===== config.mk =====
export PLATFORM = sky130hd
export DESIGN_NAME = sysinfo_health_poller_flat
export DESIGN_NICKNAME = d
export VERILOG_FILES = /design/src/rtl/sysinfo_health_poller_pkg.sv /design/src/rtl/sysinfo_health_poller_if.sv /design/src/rtl/sysinfo_health_poller_threshold_check.sv /design/src/rtl/sysinfo_health_poller.sv /design/src/flat_wrapper.sv
export SDC_FILE = /design/constraint.sdc
export NUM_CORES = 1
export LEC_CHECK = 0
export ABC_CLOCK_PERIOD_IN_PS = 5750
export CORE_MARGIN = 8
export CORE_UTILIZATION = 30
export DETAILED_ROUTE_END_ITERATION = 10
export PLACE_DENSITY = 0.66
export SKIP_LAST_GASP = 1
export SLEW_MARGIN = 5
export SYNTH_ARGS = -nofsm -noshare
export SYNTH_HDL_FRONTEND = slang
export SYNTH_HIERARCHICAL = 1
export SYNTH_SLANG_ARGS = --single-unit

===== constraint.sdc =====
create_clock -name clk -period 5.75 [get_ports clk]
set_input_delay 1.725 -clock clk [delete_from_list [all_inputs] [get_ports clk]]
set_output_delay 1.725 -clock clk [all_outputs]
set_load 0.1 [all_outputs]

===== src/rtl/sysinfo_health_poller_pkg.sv =====
// Shared types for the system-info health poller: channel map, FSM states, sample width.
// Pure declarations; no logic, no latency, no flow control.
package sysinfo_health_pkg;

  localparam int NUM_CHAN = 6;
  localparam int SAMPLE_W = 16;

  typedef enum logic [2:0] {
    CH_FAN0  = 3'd0,
    CH_FAN1  = 3'd1,
    CH_TEMP  = 3'd2,
    CH_VCORE = 3'd3,
    CH_VRAM  = 3'd4,
    CH_VAUX  = 3'd5
  } chan_e;

  typedef enum logic [2:0] {
    ST_IDLE,
    ST_SETUP,
    ST_ACCESS,
    ST_NEXT,
    ST_DONE
  } state_e;

  // Registers are 16-bit, so channels sit on even byte addresses.
  function automatic logic [7:0] chan_addr(input logic [7:0] base, input chan_e ch);
    return base + {4'd0, ch, 1'b0};
  endfunction

endpackage


===== src/rtl/sysinfo_health_poller_if.sv =====
// APB3 read-only link between the health poller (master) and the sysinfo completer (slave).
// Signal bundle only; pready provides the completer backpressure.
interface sysinfo_health_poller_if;

  logic        psel;
  logic        penable;
  logic        pwrite;
  logic [7:0]  paddr;
  logic [15:0] prdata;
  logic        pready;
  logic        pslverr;

  modport master (
    output psel, penable, pwrite, paddr,
    input  prdata, pready, pslverr
  );

  modport slave (
    input  psel, penable, pwrite, paddr,
    output prdata, pready, pslverr
  );

endinterface


===== src/rtl/sysinfo_health_poller_threshold_check.sv =====
// Per-channel min/max check; alarm_set is combinational so it lands on the completion edge.
// With SYSINFO_HEALTH_POLLER_DEBOUNCE_EN a 2-bit run counter delays the alarm to the 3rd bad read.
module sysinfo_threshold_check
  import sysinfo_health_pkg::*;
(
`ifdef SYSINFO_HEALTH_POLLER_DEBOUNCE_EN
  input  logic                clk,
  input  logic                rst,
  input  logic                good_vld,
`endif
  input  logic [SAMPLE_W-1:0] rd_dat,
  input  logic [SAMPLE_W-1:0] lo_dat,
  input  logic [SAMPLE_W-1:0] hi_dat,
  output logic                alarm_set
);

  logic out_of_range;

  assign out_of_range = (rd_dat < lo_dat) || (rd_dat > hi_dat);

`ifdef SYSINFO_HEALTH_POLLER_DEBOUNCE_EN
  logic [1:0] run_q;
  logic [1:0] run_d;

  // Only good reads move the counter; errored or timed-out reads leave it alone.
  always_comb begin
    run_d = run_q;
    if (good_vld) begin
      if (!out_of_range) begin
        run_d = 2'd0;
      end else if (run_q != 2'd3) begin
        run_d = run_q + 2'd1;
      end
    end
  end

  always_ff @(posedge clk) begin
    if (rst) begin
      run_q <= 2'd0;
    end else begin
      run_q <= run_d;
    end
  end

  // Two prior bad reads plus this one reaches a count of three.
  assign alarm_set = out_of_range && (run_q >= 2'd2);
`else
  assign alarm_set = out_of_range;
`endif

endmodule


===== src/rtl/sysinfo_health_poller.sv =====
// APB requester that sweeps six sysinfo sensor registers, caches them and flags range/bus faults.
// Sweep is 19 cycles minimum; pready stalls ACCESS up to TIMEOUT cycles. Option: SYSINFO_HEALTH_POLLER_DEBOUNCE_EN.
module sysinfo_health_poller
  import sysinfo_health_pkg::*;
#(
  parameter int unsigned POLL_INTERVAL = 1000000,
  parameter int unsigned TIMEOUT       = 255,
  parameter logic [7:0]  BASE_ADDR     = 8'h10
) (
  input  logic                         clk,
  input  logic                         rst,
  input  logic                         enable,
  input  logic                         poll_now,
  input  logic                         alarm_clear,
  input  logic [NUM_CHAN*SAMPLE_W-1:0] thresh_lo,
  input  logic [NUM_CHAN*SAMPLE_W-1:0] thresh_hi,
  sysinfo_health_poller_if.master      apb,
  output logic [NUM_CHAN*SAMPLE_W-1:0] sample,
  output logic [NUM_CHAN-1:0]          sample_valid,
  output logic [NUM_CHAN-1:0]          alarm,
  output logic [NUM_CHAN-1:0]          bus_error,
  output logic                         sweep_done,
  output logic                         busy
);

  localparam int CNT_W  = $clog2(POLL_INTERVAL);
  localparam int WAIT_W = (TIMEOUT > 1) ? $clog2(TIMEOUT) : 1;

  state_e                              state_q, state_d;
  chan_e                               chan_q, chan_d;
  logic [CNT_W-1:0]                    cnt_q, cnt_d;
  logic [WAIT_W-1:0]                   wait_q, wait_d;
  logic                                pend_q, pend_d;
  logic [7:0]                          paddr_q, paddr_d;
  logic [NUM_CHAN-1:0][SAMPLE_W-1:0]   sample_q, sample_d;
  logic [NUM_CHAN-1:0]                 valid_q, valid_d;
  logic [NUM_CHAN-1:0]                 alarm_q, alarm_d;
  logic [NUM_CHAN-1:0]                 berr_q, berr_d;
  logic [NUM_CHAN-1:0]                 alarm_set;
  logic                                start_sweep;

`ifdef SYSINFO_HEALTH_POLLER_DEBOUNCE_EN
  logic [NUM_CHAN-1:0]                 good_vld;

  assign good_vld = (state_q == ST_ACCESS && apb.pready && !apb.pslverr)
                  ? ({{(NUM_CHAN-1){1'b0}}, 1'b1} << chan_q) : '0;
`endif

  for (genvar n = 0; n < NUM_CHAN; n++) begin : g_chk
    sysinfo_threshold_check u_chk (
`ifdef SYSINFO_HEALTH_POLLER_DEBOUNCE_EN
      .clk      (clk),
      .rst      (rst),
      .good_vld (good_vld[n]),
`endif
      .rd_dat   (apb.prdata),
      .lo_dat   (thresh_lo[n*SAMPLE_W +: SAMPLE_W]),
      .hi_dat   (thresh_hi[n*SAMPLE_W +: SAMPLE_W]),
      .alarm_set(alarm_set[n])
    );
  end

  assign start_sweep = poll_now || pend_q ||
                       (enable && (cnt_q == CNT_W'(POLL_INTERVAL - 1)));

  always_comb begin
    state_d  = state_q;
    chan_d   = chan_q;
    cnt_d    = cnt_q;
    wait_d   = wait_q;
    pend_d   = pend_q;
    paddr_d  = paddr_q;
    sample_d = sample_q;
    valid_d  = valid_q;
    alarm_d  = alarm_clear ? '0 : alarm_q;
    berr_d   = alarm_clear ? '0 : berr_q;

    // A request during a sweep is remembered once and served right after it.
    if (poll_now && state_q != ST_IDLE) begin
      pend_d = 1'b1;
    end

    unique case (state_q)
      ST_IDLE: begin
        cnt_d = enable ? cnt_q + CNT_W'(1) : '0;
        if (start_sweep) begin
          state_d = ST_SETUP;
          cnt_d   = '0;
          pend_d  = 1'b0;
          chan_d  = CH_FAN0;
          paddr_d = chan_addr(BASE_ADDR, CH_FAN0);
        end
      end
      ST_SETUP: begin
        state_d = ST_ACCESS;
        wait_d  = '0;
      end
      ST_ACCESS: begin
        if (apb.pready) begin
          state_d = ST_NEXT;
          if (apb.pslverr) begin
            berr_d[chan_q] = 1'b1;
          end else begin
            sample_d[chan_q] = apb.prdata;
            valid_d[chan_q]  = 1'b1;
            if (alarm_set[chan_q]) begin
              alarm_d[chan_q] = 1'b1;
            end
          end
        end else if (wait_q == WAIT_W'(TIMEOUT - 1)) begin
          state_d        = ST_NEXT;
          berr_d[chan_q] = 1'b1;
        end else begin
          wait_d = wait_q + WAIT_W'(1);
        end
      end
      ST_NEXT: begin
        if (chan_q == CH_VAUX) begin
          state_d = ST_DONE;
        end else begin
          state_d = ST_SETUP;
          chan_d  = chan_e'(chan_q + 3'd1);
          paddr_d = chan_addr(BASE_ADDR, chan_e'(chan_q + 3'd1));
        end
      end
      ST_DONE: begin
        state_d = ST_IDLE;
        chan_d  = CH_FAN0;
      end
      default: begin
        state_d = ST_IDLE;
      end
    endcase
  end

  always_ff @(posedge clk) begin
    if (rst) begin
      state_q  <= ST_IDLE;
      chan_q   <= CH_FAN0;
      cnt_q    <= '0;
      wait_q   <= '0;
      pend_q   <= 1'b0;
      paddr_q  <= '0;
      sample_q <= '0;
      valid_q  <= '0;
      alarm_q  <= '0;
      berr_q   <= '0;
    end else begin
      state_q  <= state_d;
      chan_q   <= chan_d;
      cnt_q    <= cnt_d;
      wait_q   <= wait_d;
      pend_q   <= pend_d;
      paddr_q  <= paddr_d;
      sample_q <= sample_d;
      valid_q  <= valid_d;
      alarm_q  <= alarm_d;
      berr_q   <= berr_d;
    end
  end

  assign apb.psel    = (state_q == ST_SETUP) || (state_q == ST_ACCESS);
  assign apb.penable = (state_q == ST_ACCESS);
  assign apb.pwrite  = 1'b0;
  assign apb.paddr   = paddr_q;

  assign sample       = sample_q;
  assign sample_valid = valid_q;
  assign alarm        = alarm_q;
  assign bus_error    = berr_q;
  assign sweep_done   = (state_q == ST_DONE);
  assign busy         = (state_q != ST_IDLE);

endmodule


===== src/flat_wrapper.sv =====
// flat-port wrapper written by rule: the top's interface ports become plain ports
module sysinfo_health_poller_flat import sysinfo_health_pkg::*;
#(
  parameter int unsigned POLL_INTERVAL = 1000000,
  parameter int unsigned TIMEOUT       = 255,
  parameter logic [7:0]  BASE_ADDR     = 8'h10
)
  (clk, rst, enable, poll_now, alarm_clear, thresh_lo, thresh_hi, sample, sample_valid, alarm, bus_error, sweep_done, busy, apb_psel, apb_penable, apb_pwrite, apb_paddr, apb_prdata, apb_pready, apb_pslverr);
  sysinfo_health_poller_if apb_i ();
  input  logic clk;
  input  logic rst;
  input  logic enable;
  input  logic poll_now;
  input  logic alarm_clear;
  input  logic [NUM_CHAN*SAMPLE_W-1:0] thresh_lo;
  input  logic [NUM_CHAN*SAMPLE_W-1:0] thresh_hi;
  output logic [NUM_CHAN*SAMPLE_W-1:0] sample;
  output logic [NUM_CHAN-1:0] sample_valid;
  output logic [NUM_CHAN-1:0] alarm;
  output logic [NUM_CHAN-1:0] bus_error;
  output logic sweep_done;
  output logic busy;
  output wire logic [$bits(apb_i.psel)-1:0] apb_psel;
  output wire logic [$bits(apb_i.penable)-1:0] apb_penable;
  output wire logic [$bits(apb_i.pwrite)-1:0] apb_pwrite;
  output wire logic [$bits(apb_i.paddr)-1:0] apb_paddr;
  input wire logic [$bits(apb_i.prdata)-1:0] apb_prdata;
  input wire logic [$bits(apb_i.pready)-1:0] apb_pready;
  input wire logic [$bits(apb_i.pslverr)-1:0] apb_pslverr;
  assign apb_psel = apb_i.psel;
  assign apb_penable = apb_i.penable;
  assign apb_pwrite = apb_i.pwrite;
  assign apb_paddr = apb_i.paddr;
  assign apb_i.prdata = apb_prdata;
  assign apb_i.pready = apb_pready;
  assign apb_i.pslverr = apb_pslverr;
  sysinfo_health_poller #(.POLL_INTERVAL(POLL_INTERVAL), .TIMEOUT(TIMEOUT), .BASE_ADDR(BASE_ADDR)) u_core (.clk(clk), .rst(rst), .enable(enable), .poll_now(poll_now), .alarm_clear(alarm_clear), .thresh_lo(thresh_lo), .thresh_hi(thresh_hi), .apb(apb_i), .sample(sample), .sample_valid(sample_valid), .alarm(alarm), .bus_error(bus_error), .sweep_done(sweep_done), .busy(busy));
endmodule

==> flow_summary.yaml, run 1 <==
synthesis:
  synth_edf_count: 0
  yosys_warnings: 6
  syn_area_sq_um: 10900
  synth_seq_cells: 153
  synth_ff_type: "dfxtp_1"
  async_flop_share_pct: 0
  yosysSeqAreaShare_pct: 28.1
  netlist_instances: 1379
  avgSynthCellArea_sq_um: 7.91
  synth_cell_types: 63
setup_path:
  startpoint_type: "input pin"
  path_class: "in -> reg"
  critPathMaxFanout: 12
  required_ps: 6110
  crit_arrival_ps: 5050
  ff2ff_path_depth: 6
  crit_start: "apb_prdata[14]"
  end_kind: "flip-flop"
  critPathCapture: "u_core/alarm[4]"
  timing.rr.start: "u_core/state_q[1]"
  reg2reg_slack_ps: 3070
  r2r_end: "u_core/sample[59]"
finish:
  drive_gt1_share_pct: 5.24
  post-route-util_pct: 42.6
  area_growth_syn_to_layout_pct: 41.5
  mostFrequentLayoutCells: "335 x clkdlybuf4s50_1, 216 x nand2_1, 198 x inv_1"
  final_common_cell: "clkdlybuf4s50_1"
  nNetsFinal: 2129
route:
  ant_nets: 0
  routed_wl_mm: 42.7
  vias: 10900
  viasPerCell: 4.92
  drtIter0Drc: 516
  wire_per_inst_um: 19.3
  dr.pass1.iters: 5
  drc: 0
floorplan:
  ios: 342
  num_rows: 70
  die_w_um: 207
  initial_utilization_pct: 30.1
  die-area_sq_um: 42700
  die_height_um: 207
  core_sq_um: 36200
clock_tree:
  clkSinkCount: 153
  post-cts-setup-buffers: 0
  clockRootBuffer: "clkbuf_16"
  cts_tree: "done"
  clkTransAtPathRegs_ps: 70
  htreeDepth: 4
  clkLatencyLatePin_ps: 420
  cts_buffer_depth: 2
  cts_hold_buf: 0
  cts_made_buffers: 17
  postCtsResizedCells: 0
sta:
  final-max-slew-violation-count: 0
  fmax_ghz: 0.213
  hold_violations: 0
  rsz0062_at_grt: "false"
  worst_pin_slew_ps: 1100
  worst_hold_slack_ps: 454
  finalSetupViolations: 0
  finClkSkew_ps: 7.49
  slew_headroom_pct: 26.2
  fin_setup_tns_ps: 0
  finalCriticalPeriod_ps: 4690
  min_period_over_period_pct: 81.6
place:
  gp_congestion: 0.903
  hpwl_mm: 33.6
  io_buffers: 336
grt:
  antenna_found_initial: 8
  grt_pass1_wl_mm: 63.9
  globalRoute.totalOverflow: 0
  grt_usage_pct: 19.6
  grt_max_degree: 62
  first_global_vias: 11200
hold_path:
  min_from: "u_core/sample[74]"
  min_path_type: "reg -> reg"
pwr:
  p_leak_nw: 6.54
  power_density_nw_per_um2: 201
  ir_drop_v: 0.000236
run_status:
  outcome: "complete, no violations"
run:
  maxCapViolCount: 0
==> final cells by class <==
cell class | count | area [sq um]
Sequential cell | 153 | 3060
Antenna cell | 7 | 17.5
Multi-Input combinational cell | 988 | 6850
Fill cell | 3578 | 20700
Inverter | 199 | 748
Clock inverter | 15 | 164
Tap cell | 468 | 586
Clock buffer | 17 | 425
Timing Repair Buffer | 364 | 3570
==> Yosys cell counts (7+ instances only) <==
master	number	area (sq um)
mux2i_1	35	350
a211oi_1	7	52.6
ha_1	191	2390
o21ai_0	41	205
dfxtp_1	153	3060
nand3_1	36	180
nor3_1	17	85.1
nor3b_1	7	52.6
or3_1	11	68.8
nand4_1	25	156
a21oi_1	146	731
nand2_1	216	811
nor2_1	86	323
buf_2	7	35.0
nor2b_1	22	138
o211ai_1	7	52.6
inv_1	198	743
nor4_1	13	81.3
buf_4	9	67.6
clkbuf_1	21	78.8
a31oi_1	13	81.3
==> state kept, by name, indices dropped and copies added, names as in the netlist <==
signal               cells
u_core/chan_q            3
u_core/sample_valid      6
u_core/wait_q            8
u_core/sample           96
u_core/apb.paddr         4
u_core/state_q           3
u_core/bus_error         6
u_core/alarm             6
u_core/pend_q            1
u_core/cnt_q            20
==> per-stage QoR <==
stage / cell area [sq um] / power (mW) / instances / setup WS [ps]
final: 15400 / 3.09 / 2211 / 1060
after global routing: 15400 / 3.26 / 2211 / 736
after CTS: 15400 / 3.13 / 2204 / 963
after detailed placement: 14800 / 1.98 / 2172 / 518
after global placement: 14800 / 1.96 / 2172 / 602
after floorplan: 10900 / 1.63 / 1383 / 2080
==> critical path, stage by stage <==
cell             delay, ps
clkdlybuf4s50_1        840
ha_1                   610
nand4_4                130
a2111o_1               360
o211a_1                130
o32ai_1                190
mux2i_1                130
o21a_1                 190
o221ai_1               460
a21oi_1                150
nor2_1                 120
==> worst min path at each step <==
stage | to | slack (ps) | cells past startpoint
2_1_floorplan | u_core/cnt_q[1] | 460 | 2
3_3_place_gp | u_core/sample[87] | 440 | 2
3_5_place_dp | u_core/sample[74] | 450 | 2
4_1_cts | u_core/sample[74] | 460 | 2
5_1_grt | u_core/sample[95] | 470 | 2
6_report | u_core/sample[74] | 450 | 2
==> cell families (layout without fill, tap and decap cells) <==
kind of cell	after synthesis	in the layout	share of synthesized area (%)
other	1	12	0.0344
XOR/XNOR	9	9	0.723
flip-flops	153	153	28.1
adder cells (fa/ha/maj)	191	191	21.9
AO/OA/AOI/OAI	258	258	13.8
buffers and inverters	242	595	9.26
AND/OR/NAND/NOR	489	489	22.8
multiplexers	36	36	3.32
==> per-layer routing <==
layer  vias to the layer above  GRT usage (%)  share of wire [%]
met5                         -              0              0.030
met2                       367           33.7                 48
met1                      5007           22.5                 41
met3                        91           5.43                8.0
li1                       5420              -                  -
met4                         2           8.71                3.7
==> power by group <==
group	internal, mW	leakage, nW	switching, mW
clock network	0.648	0.290	0.488
logic	0.343	5.02	0.517
registers	1.08	1.23	0.0210
total	2.07	6.54	1.03
(Power assumes the default switching activity.)
==> inputs of run 2 (changes only) <==
Settings changed: ABC_CLOCK_PERIOD_IN_PS 5750 to 4590.
Clock period 5.75 ns to 4.59 ns, I/O delays scaled along.
==> run 2 against run 1 <==
Against the previous run:
- worst setup slack got worse by 550 ps
- routed wire length increased by 0.34%
- power rose by 28%
- non-clock buffer count is 7 higher
- largest power group unchanged
- critical path type unchanged
- clock power rose by 31%
- largest cell class unchanged
- combinational power grew 28%
==> flow_summary.yaml, run 2 (same netlist as run 1, synthesis figures left out) <==
place:
  io_buffers: 336
  place_inst: 2179
  pre_cts_slack_ps: 15.7
  placed_area_sq_um: 14900
  hpwl_mm: 34.1
  gp_congestion: 0.917
hold_path:
  min_path_type: "reg -> reg"
  hold_depth: 2
floorplan:
  ios: 342
  die_w_um: 207
  initial_utilization_pct: 30.1
  die-area_sq_um: 42700
  die_height_um: 207
  num_rows: 70
  core_sq_um: 36200
clock_tree:
  htreeDepth: 4
  postCtsResizedCells: 0
  cts_made_buffers: 17
  clkTransAtPathRegs_ps: 60
  clockRootBuffer: "clkbuf_16"
  cts_buffer_depth: 2
  cts_hold_buf: 0
  clkLatencyLatePin_ps: 430
  post-cts-setup-buffers: 0
  cts_tree: "done"
  clkSinkCount: 153
sta:
  hold_violations: 0
  rsz0062_at_grt: "false"
  fin_setup_tns_ps: 0
  finClkSkew_ps: 13.2
  finalCriticalPeriod_ps: 4080
  min_period_over_period_pct: 89.0
  setup_ws_ps: 506
  worst_pin_slew_ps: 1110
  finalSetupViolations: 0
  fmax_ghz: 0.245
  slew_headroom_pct: 25.4
  final-max-slew-violation-count: 0
pwr:
  p_comb_share_pct: 27.7
  p_sw_mw: 1.25
  p_seq_share_pct: 34.7
  switching_share_pct: 31.6
  p_int_mw: 2.71
  ir_drop_v: 0.000238
  power_density_nw_per_um2: 255
  clkPwrFrac_pct: 37.6
  p_leak_nw: 6.62
setup_path:
  end_kind: "flip-flop"
  path_class: "in -> reg"
  required_ps: 4950
  ff2ff_path_depth: 6
  reg2reg_slack_ps: 1920
  critPathMaxFanout: 9
  crit_arrival_ps: 4450
  startpoint_type: "input pin"
finish:
  multi_input_area_sq_um: 6850
  seqCellArea_sq_um: 3060
  fin_cells: 2213
  area_growth_syn_to_layout_pct: 42.7
  mostFrequentLayoutCells: "333 x clkdlybuf4s50_1, 216 x nand2_1, 198 x inv_1"
  design_area_sq_um: 15600
  drive_gt1_share_pct: 5.57
  largest_reg_flops: 96
  final_common_cell: "clkdlybuf4s50_1"
  fillers: 3629
  nNetsFinal: 2136
run_status:
  outcome: "complete, no violations"
route:
  dr.pass1.iters: 6
  drtIter0Drc: 601
  routed_wl_mm: 42.8
  ant_nets: 0
  drc: 0
  viasPerCell: 4.92
  wire_per_inst_um: 19.4
  vias: 10900
grt:
  first_global_vias: 10900
  grt_max_degree: 60
  grt_usage_pct: 19.5
  antenna_found_initial: 4
  grt_pass1_wl_mm: 63.1
  globalRoute.totalOverflow: 0
run:
  maxCapViolCount: 0
==> run 2: cell types whose count changed in the layout (fill, tap and decap cells not counted), sizes merged, moves of 2 or more <==
cell / delta
clkdlybuf4s50: -2
inv: -4
clkbuf: +3
bufinv: +2
buf: +9
diode: -4
==> run 2: layer usage <==
metal	GRT usage, %	up-vias	part of all wire, %
li1	-	5428	-
met1	22.5	5041	40
met2	33.8	345	48
met3	5.70	72	7.8
met4	7.43	2	3.2
met5	0	-	0.030
==> run 2: cell type report <==
class / count / share of cell area [%]
diodes: 3 / 0.0483
clock buffers: 20 / 2.87
clock inverters: 11 / 1.09
inverters: 199 / 4.81
multi-input cells: 988 / 44.0
flip-flops and latches: 153 / 19.7
well taps: 468 / 3.77
repair buffers: 371 / 23.7
==> run 2: path summary, 6_finish.rpt <==
| check | startpoint | end |
|---|---|---|
| hold / removal | u_core/sample[59] | u_core/sample[59] |
| setup reg to reg | u_core/state_q[1] | u_core/sample[78] |
| setup / recovery | apb_prdata[1] | u_core/alarm[4] |
| hold reg to reg | u_core/sample[59] | u_core/sample[59] |
==> run 2: worst max-delay path, cell delays in order <==
cell and delay [ps]:
clkdlybuf4s50_1 560, buf_4 210, ha_1 240, o21ai_0 160, o21ai_1 90, a21oi_1 380
nor4_1 120, o32ai_1 310, mux2i_1 180, o21a_1 230, o221ai_1 210, buf_4 190
a21oi_1 70, nor2_1 120
==> run 2: through the flow <==
stage	power, mW	util (%)	hold WS [ps]
after floorplan	2.04	-	462
after global placement	2.48	41.3	442
after detailed placement	2.50	41.3	446
after CTS	4.00	43.0	455
after global routing	4.16	43.0	473
final	3.96	43.0	453
==> run 2: power by group through the flow <==
stage,Sequential [mW],Clock [mW],Combinational [mW]
global placement,1.40,0,1.08
detailed placement,1.40,0,1.09
floorplan,1.47,0,0.569
global route,1.38,1.59,1.20
CTS,1.37,1.53,1.10
finish,1.38,1.49,1.10
